[config.mk]
export PLATFORM = sky130hd
export DESIGN_NAME = uart_tx_scheduler
export DESIGN_NICKNAME = d
export VERILOG_FILES = /design/src/rtl/uart_tx_scheduler.sv
export SDC_FILE = /design/constraint.sdc
export NUM_CORES = 1
export LEC_CHECK = 0
export ABC_CLOCK_PERIOD_IN_PS = 6850
export CORE_MARGIN = 2
export CORE_UTILIZATION = 50
export CTS_CLUSTER_SIZE = 10
export DETAILED_ROUTE_END_ITERATION = 16
export HOLD_SLACK_MARGIN = 0.15
export PLACE_DENSITY = 0.81
export SLEW_MARGIN = 10
export SYNTH_ARGS = -nofsm -noshare
export SYNTH_HDL_FRONTEND = slang
export SYNTH_SLANG_ARGS = --single-unit
[constraint.sdc]
create_clock -name clk -period 6.85 [get_ports clk]
set_input_delay 1.7125 -clock clk [delete_from_list [all_inputs] [get_ports clk]]
set_output_delay 1.7125 -clock clk [all_outputs]
set_load 0.005 [all_outputs]
[src/rtl/uart_tx_scheduler.sv]
// Round-robin arbiter sharing one UART transmitter among NREQ byte producers.
// Baud select changes are deferred to IDLE; a watchdog aborts a frame whose tx_done never arrives.
module uart_tx_scheduler #(
    parameter int             NREQ           = 4,
    parameter int             TIMEOUT_CYCLES = 200000,
    parameter logic [2:0]     SEL_RESET      = 3'd0
) (
    input  logic                clk,
    input  logic                rst,
    input  logic [NREQ-1:0]     req,
    input  logic [8*NREQ-1:0]   req_data,
    output logic [NREQ-1:0]     ack,
    input  logic [2:0]          sel_in,
    input  logic                sel_wr,
    output logic [2:0]          sel_out,
    output logic [7:0]          tx_data_out,
    output logic                tx_start,
    input  logic                tx_done,
    output logic [2:0]          grant_id,
    output logic                busy,
    output logic                err_timeout,
    input  logic                err_clr
);

    localparam int             CW       = $clog2(TIMEOUT_CYCLES + 1);
    localparam logic [CW-1:0]  CNT_LAST = CW'(TIMEOUT_CYCLES - 1);

    typedef enum logic [1:0] {
        S_IDLE,
        S_START,
        S_WAIT,
        S_RELEASE
    } state_t;

    state_t            state_q, state_d;
    logic [2:0]        last_q, last_d;
    logic [2:0]        sel_out_q, sel_out_d;
    logic [2:0]        sel_pend_val_q, sel_pend_val_d;
    logic              sel_pending_q, sel_pending_d;
    logic [7:0]        tx_data_q, tx_data_d;
    logic [2:0]        grant_id_q, grant_id_d;
    logic              tx_start_q, tx_start_d;
    logic [NREQ-1:0]   ack_q, ack_d;
    logic              err_q, err_d;
    logic [CW-1:0]     cnt_q, cnt_d;

    // Requests and data widened to eight lanes so a 3-bit index is always legal.
    logic [7:0]        req_ext;
    logic [63:0]       data_ext;
    logic              pick_found;
    logic [2:0]        pick_idx;
    logic [3:0]        rr_sum;
    logic [2:0]        rr_cand;
    logic [NREQ-1:0]   ack_sel;

    assign req_ext  = 8'(req);
    assign data_ext = 64'(req_data);

    always_comb begin
        pick_found = 1'b0;
        pick_idx   = '0;
        rr_sum     = '0;
        rr_cand    = '0;
        for (int k = 1; k <= NREQ; k++) begin
            rr_sum  = {1'b0, last_q} + 4'(k);
            rr_cand = 3'(rr_sum >= 4'(NREQ) ? rr_sum - 4'(NREQ) : rr_sum);
            if (!pick_found && req_ext[rr_cand]) begin
                pick_found = 1'b1;
                pick_idx   = rr_cand;
            end
        end
    end

    always_comb begin
        ack_sel = '0;
        for (int i = 0; i < NREQ; i++) begin
            ack_sel[i] = (grant_id_q == 3'(i));
        end
    end

    always_comb begin
        state_d        = state_q;
        last_d         = last_q;
        sel_out_d      = sel_out_q;
        sel_pend_val_d = sel_wr ? sel_in : sel_pend_val_q;
        sel_pending_d  = sel_pending_q | sel_wr;
        tx_data_d      = tx_data_q;
        grant_id_d     = grant_id_q;
        tx_start_d     = 1'b0;
        ack_d          = '0;
        err_d          = err_q & ~err_clr;
        cnt_d          = cnt_q;
        case (state_q)
            S_IDLE: begin
                if (sel_pending_q) begin
                    sel_out_d     = sel_pend_val_q;
                    sel_pending_d = sel_wr;
                end else if (pick_found) begin
                    tx_data_d  = data_ext[{pick_idx, 3'b000} +: 8];
                    grant_id_d = pick_idx;
                    tx_start_d = 1'b1;
                    cnt_d      = '0;
                    state_d    = S_START;
                end
            end
            S_START: state_d = S_WAIT;
            S_WAIT: begin
                cnt_d = cnt_q + CW'(1);
                if (tx_done) begin
                    ack_d   = ack_sel;
                    state_d = S_RELEASE;
                end else if (cnt_q == CNT_LAST) begin
                    err_d   = 1'b1;
                    ack_d   = ack_sel;
                    state_d = S_RELEASE;
                end
            end
            S_RELEASE: begin
                last_d  = grant_id_q;
                state_d = S_IDLE;
            end
            default: state_d = S_IDLE;
        endcase
    end

    always_ff @(posedge clk or posedge rst) begin
        if (rst) begin
            state_q        <= S_IDLE;
            last_q         <= 3'(NREQ - 1);
            sel_out_q      <= SEL_RESET;
            sel_pend_val_q <= '0;
            sel_pending_q  <= 1'b0;
            tx_data_q      <= '0;
            grant_id_q     <= '0;
            tx_start_q     <= 1'b0;
            ack_q          <= '0;
            err_q          <= 1'b0;
            cnt_q          <= '0;
        end else begin
            state_q        <= state_d;
            last_q         <= last_d;
            sel_out_q      <= sel_out_d;
            sel_pend_val_q <= sel_pend_val_d;
            sel_pending_q  <= sel_pending_d;
            tx_data_q      <= tx_data_d;
            grant_id_q     <= grant_id_d;
            tx_start_q     <= tx_start_d;
            ack_q          <= ack_d;
            err_q          <= err_d;
            cnt_q          <= cnt_d;
        end
    end

    assign busy        = (state_q != S_IDLE);
    assign ack         = ack_q;
    assign sel_out     = sel_out_q;
    assign tx_data_out = tx_data_q;
    assign tx_start    = tx_start_q;
    assign grant_id    = grant_id_q;
    assign err_timeout = err_q;

endmodule

==> results.txt <==
----------------------------------------------------
[Run status]
  Result of the run ... finished, final reports clean

[Routing]
  Count of vias placed by the detailed router ... 2235
  Remaining antenna violation count after routing ... 0
  Total length of routed wires ... 6.09 mm
  Detailed Routing Iterations Pass 1 ... 4
  Number of violations reported at the end of detailed-routing iteration 0 ... 80
  DRC violation count after routing ... 0
  Routed WL per cell ... roughly 15 um
  Average vias per placed instance ... 5.64

[Timing]
  Sum Neg Setup Slack ... 0 ns
  Final min period ... 4.27 ns
  Max Clock Freq ... 234 MHz
  Count of endpoints failing setup in the final report ... 0
  RSZ-0062 raised after global routing ... no
  Worst Max-Slew Pin Slew ... 0.951 ns
  Max transition margin ... 0.365
  Final count of pins violating max slew ... 0
  Post-route clock period utilization ... 0.624
  Final Hold Viols ... 0
  Setup skew after layout ... 0.00388 ns

[Power and ir drop]
  Power density relative to cell area ... 350 nW/um^2
  Peak supply drop ... ~0.00018 V
  Leakage ... 1.45 nW

[Synthesis]
  Number of enable flip-flop cells after synthesis ... 0
  Synth Area in XOR/XNOR ... 0.0256
  Post-synthesis sequential element count ... 47
  Mux contribution to synthesized area ... 0.123
  Synth Warn # ... 0
  Number of distinct library cells after synthesis ... between 50 and 60
  Post-Synth Adder-Cell Area ... 0.0319
  Net count of the mapped netlist ... 318
  Post-synthesis instance area ... 2740 sq um
  Syn Area/Cell ... 10.3 sq um
  Simple-gate share of the synthesized area ... 0.169
  Leading register cell type out of synthesis ... sky130_fd_sc_hd__dfrtp_1
  Sequential area share after synthesis ... 0.430
  Compound-cell area share of the yosys netlist ... 0.169
  Cell count after synthesis ... 267
  Share of async-settable or async-resettable flops after synthesis ... 1.00
  Dominant combinational cell family by area after synthesis ... compound AO/OA/AOI/OAI gates

[CTS]
  Total clock sinks ... 47
  CTS Hold Buffers Added ... 0
  Post-CTS sizing ... 0
  CTS buffer count ... 5
  Worst-Skew Late Latency ... 0.30 ns
  Clock tree from TritonCTS ... done
  Buffers inserted by post-CTS timing repair ... 0
  CTS Buffer Depth ... 2
  CTS root buffer ... sky130_fd_sc_hd__clkbuf_8
  H-tree depth reported by CTS ... 2
  Clk pin slew, worst setup/hold paths ... 0.08 ns

[Cells and area]
  Final instance count without filler cells ... 396
  Growth of design area from synthesis to finish ... 26.7%
  Most frequent standard cell in the layout excluding fill and tap cells ... sky130_fd_sc_hd__clkdlybuf4s50_1
  Count of nets after finishing ... 377
  Antenna diodes ... 0
  Share of layout cells above drive strength 1 ... 0.0828
  Leading cell types in the layout, fill and taps excluded ... sky130_fd_sc_hd__clkdlybuf4s50_1, sky130_fd_sc_hd__dfrtp_1, sky130_fd_sc_hd__nor2_1, sky130_fd_sc_hd__o21ai_0, sky130_fd_sc_hd__mux2i_1

[Setup path]
  Critical path required time ... 7.03 ns
  Crit path capture type ... register
  Start-to-end type of the worst setup path ... in2reg
  Worst setup SP type ... input port
  Largest driver fanout on the critical path ... 21
  Arrival time at the worst endpoint ... ~4.5 ns

[GRT]
  Total routing usage reported by global routing ... 0.208
  Overflow left after global routing ... 0
  Vias in the first global route ... 2134
  First-pass GRT wire length ... 10.2 mm
  Initial antenna violation count ... 0
  Maximum number of pins on one net before global-route repair ... 48

[Die]
  Number of primary I/O pins ... 65
  Effective utilization at floorplan ... 0.527
  Die Outline Area ... 6090 sq um
  Chip Height ... 78.0 um
  Chip Width ... 78.0 um
  Row count ... 26
  Core ar. ... about 5200 sq um

[Placed design]
  Number of placed cells counting well taps ... around 400
  Placed wire-length estimate ... 4.45 mm
  Quantity of I/O buffers inserted on ports ... 64
  Final estimated routing congestion in global placement ... 0.879

[Hold path]
  Kind of path behind the tightest hold check ... reg2reg

[Run]
  Maximum Capacitance Violations ... 0

----------------------------------------------------
## flip-flops by register name (all words and copies together), names as in the netlist
signal	count
cnt_q	18
tx_data_out	8
tx_start	1
state_q	2
err_timeout	1
sel_pending_q	1
grant_id	3
sel_pend_val_q	3
last_q	3
sel_out	3
ack	4
## layout make-up
| class | count | area [sq um] |
|---|---|---|
| multi-input combinational | 196 | 1420 |
| clock inverter | 1 | 30.0 |
| tap | 70 | 87.6 |
| inverter | 12 | 45.0 |
| sequential | 47 | 1180 |
| timing repair buffer | 64 | 641 |
| fill | 420 | 1730 |
| clock buffer | 6 | 72.6 |
## cells in the mapped netlist, types with 2 or more instances
cell type	instances	share of area
sky130_fd_sc_hd__inv_1	11	0.015
sky130_fd_sc_hd__dfrtp_1	45	0.41
sky130_fd_sc_hd__nor2b_1	8	0.018
sky130_fd_sc_hd__mux4_2	3	0.025
sky130_fd_sc_hd__or3_1	2	0.0046
sky130_fd_sc_hd__mux2_2	7	0.029
sky130_fd_sc_hd__a21oi_1	2	0.0037
sky130_fd_sc_hd__xor2_1	8	0.026
sky130_fd_sc_hd__ha_1	7	0.032
sky130_fd_sc_hd__mux2i_1	19	0.069
sky130_fd_sc_hd__o21ai_0	25	0.046
sky130_fd_sc_hd__nand3_1	4	0.0073
sky130_fd_sc_hd__clkbuf_1	3	0.0041
sky130_fd_sc_hd__nand4_1	4	0.0091
sky130_fd_sc_hd__a21o_1	2	0.0055
sky130_fd_sc_hd__a221oi_1	8	0.026
sky130_fd_sc_hd__nor3_1	7	0.013
sky130_fd_sc_hd__o41ai_1	2	0.0064
sky130_fd_sc_hd__o31ai_1	3	0.0082
sky130_fd_sc_hd__dfstp_2	2	0.019
sky130_fd_sc_hd__and2_1	5	0.011
sky130_fd_sc_hd__nand2b_1	5	0.011
sky130_fd_sc_hd__buf_6	3	0.012
sky130_fd_sc_hd__o21a_1	2	0.0055
sky130_fd_sc_hd__buf_4	3	0.0082
sky130_fd_sc_hd__o211ai_1	3	0.0082
sky130_fd_sc_hd__nand2_1	15	0.021
sky130_fd_sc_hd__and3_1	4	0.0091
sky130_fd_sc_hd__o2111ai_1	5	0.016
sky130_fd_sc_hd__nor2_1	27	0.037
## final timing paths
check                                     to  cells after the start  slack, ns         startpoint
hold reg to reg            sel_pend_val_q[0]                      1       0.51  sel_pend_val_q[0]
min in group asynchronous     tx_data_out[0]                      2       1.95                rst
hold / removal             sel_pend_val_q[0]                      1       0.51  sel_pend_val_q[0]
setup / recovery                    cnt_q[6]                      9       2.58             req[2]
max in group asynchronous         sel_out[1]                      2       4.32                rst
setup reg to reg                    cnt_q[6]                     10       3.18          last_q[0]
## critical path, stage by stage
cell,delay (ns)
sky130_fd_sc_hd__clkdlybuf4s50_1,0.54
sky130_fd_sc_hd__or4b_1,0.55
sky130_fd_sc_hd__o211ai_1,0.16
sky130_fd_sc_hd__and4_1,0.29
sky130_fd_sc_hd__or2_1,0.23
sky130_fd_sc_hd__inv_2,0.19
sky130_fd_sc_hd__nor2_1,0.50
sky130_fd_sc_hd__o21ai_0,0.18
sky130_fd_sc_hd__o41ai_1,0.10
## logic make-up (layout without fill, tap and decap cells)
kind of cell,count (synthesis),count (layout)
simple gates,90,90
compound gates,62,62
flops,47,47
mux,29,29
buf+inv,24,83
xor+xnor,8,8
fa+ha+maj,7,7
## per-stage QoR
| step | instance area (sq um) | hold WS [ns] | total power (W) | utilization | setup slack (ns) |
|---|---|---|---|---|---|
| final | 3470 | 0.512 | 0.00122 | 0.668 | 2.58 |
| after global routing | 3470 | 0.533 | 0.00131 | 0.668 | 2.33 |
| after CTS | 3470 | 0.516 | 0.00123 | 0.668 | 2.63 |
| after detailed placement | 3370 | 0.497 | 0.00103 | 0.648 | 2.34 |
| after global placement | 3370 | 0.481 | 0.00101 | 0.648 | 2.45 |
| after floorplan | 2740 | 0.471 | 0.000851 | - | 3.26 |
## routing by layer
metal	global-route usage	share of wire
met5	0	0
met4	0.0667	0.011
met3	0.0437	0.050
met2	0.341	0.50
met1	0.279	0.44
## power breakdown
part / leakage [nW] / internal, W / switching, W
logic: 0.802 / 0.000313 / 0.000295
registers: 0.598 / 0.000349 / 0.0000623
clock network: 0.0513 / 0.000107 / 0.0000890
total: 1.45 / 0.000769 / 0.000446
(Power assumes the default switching activity.)
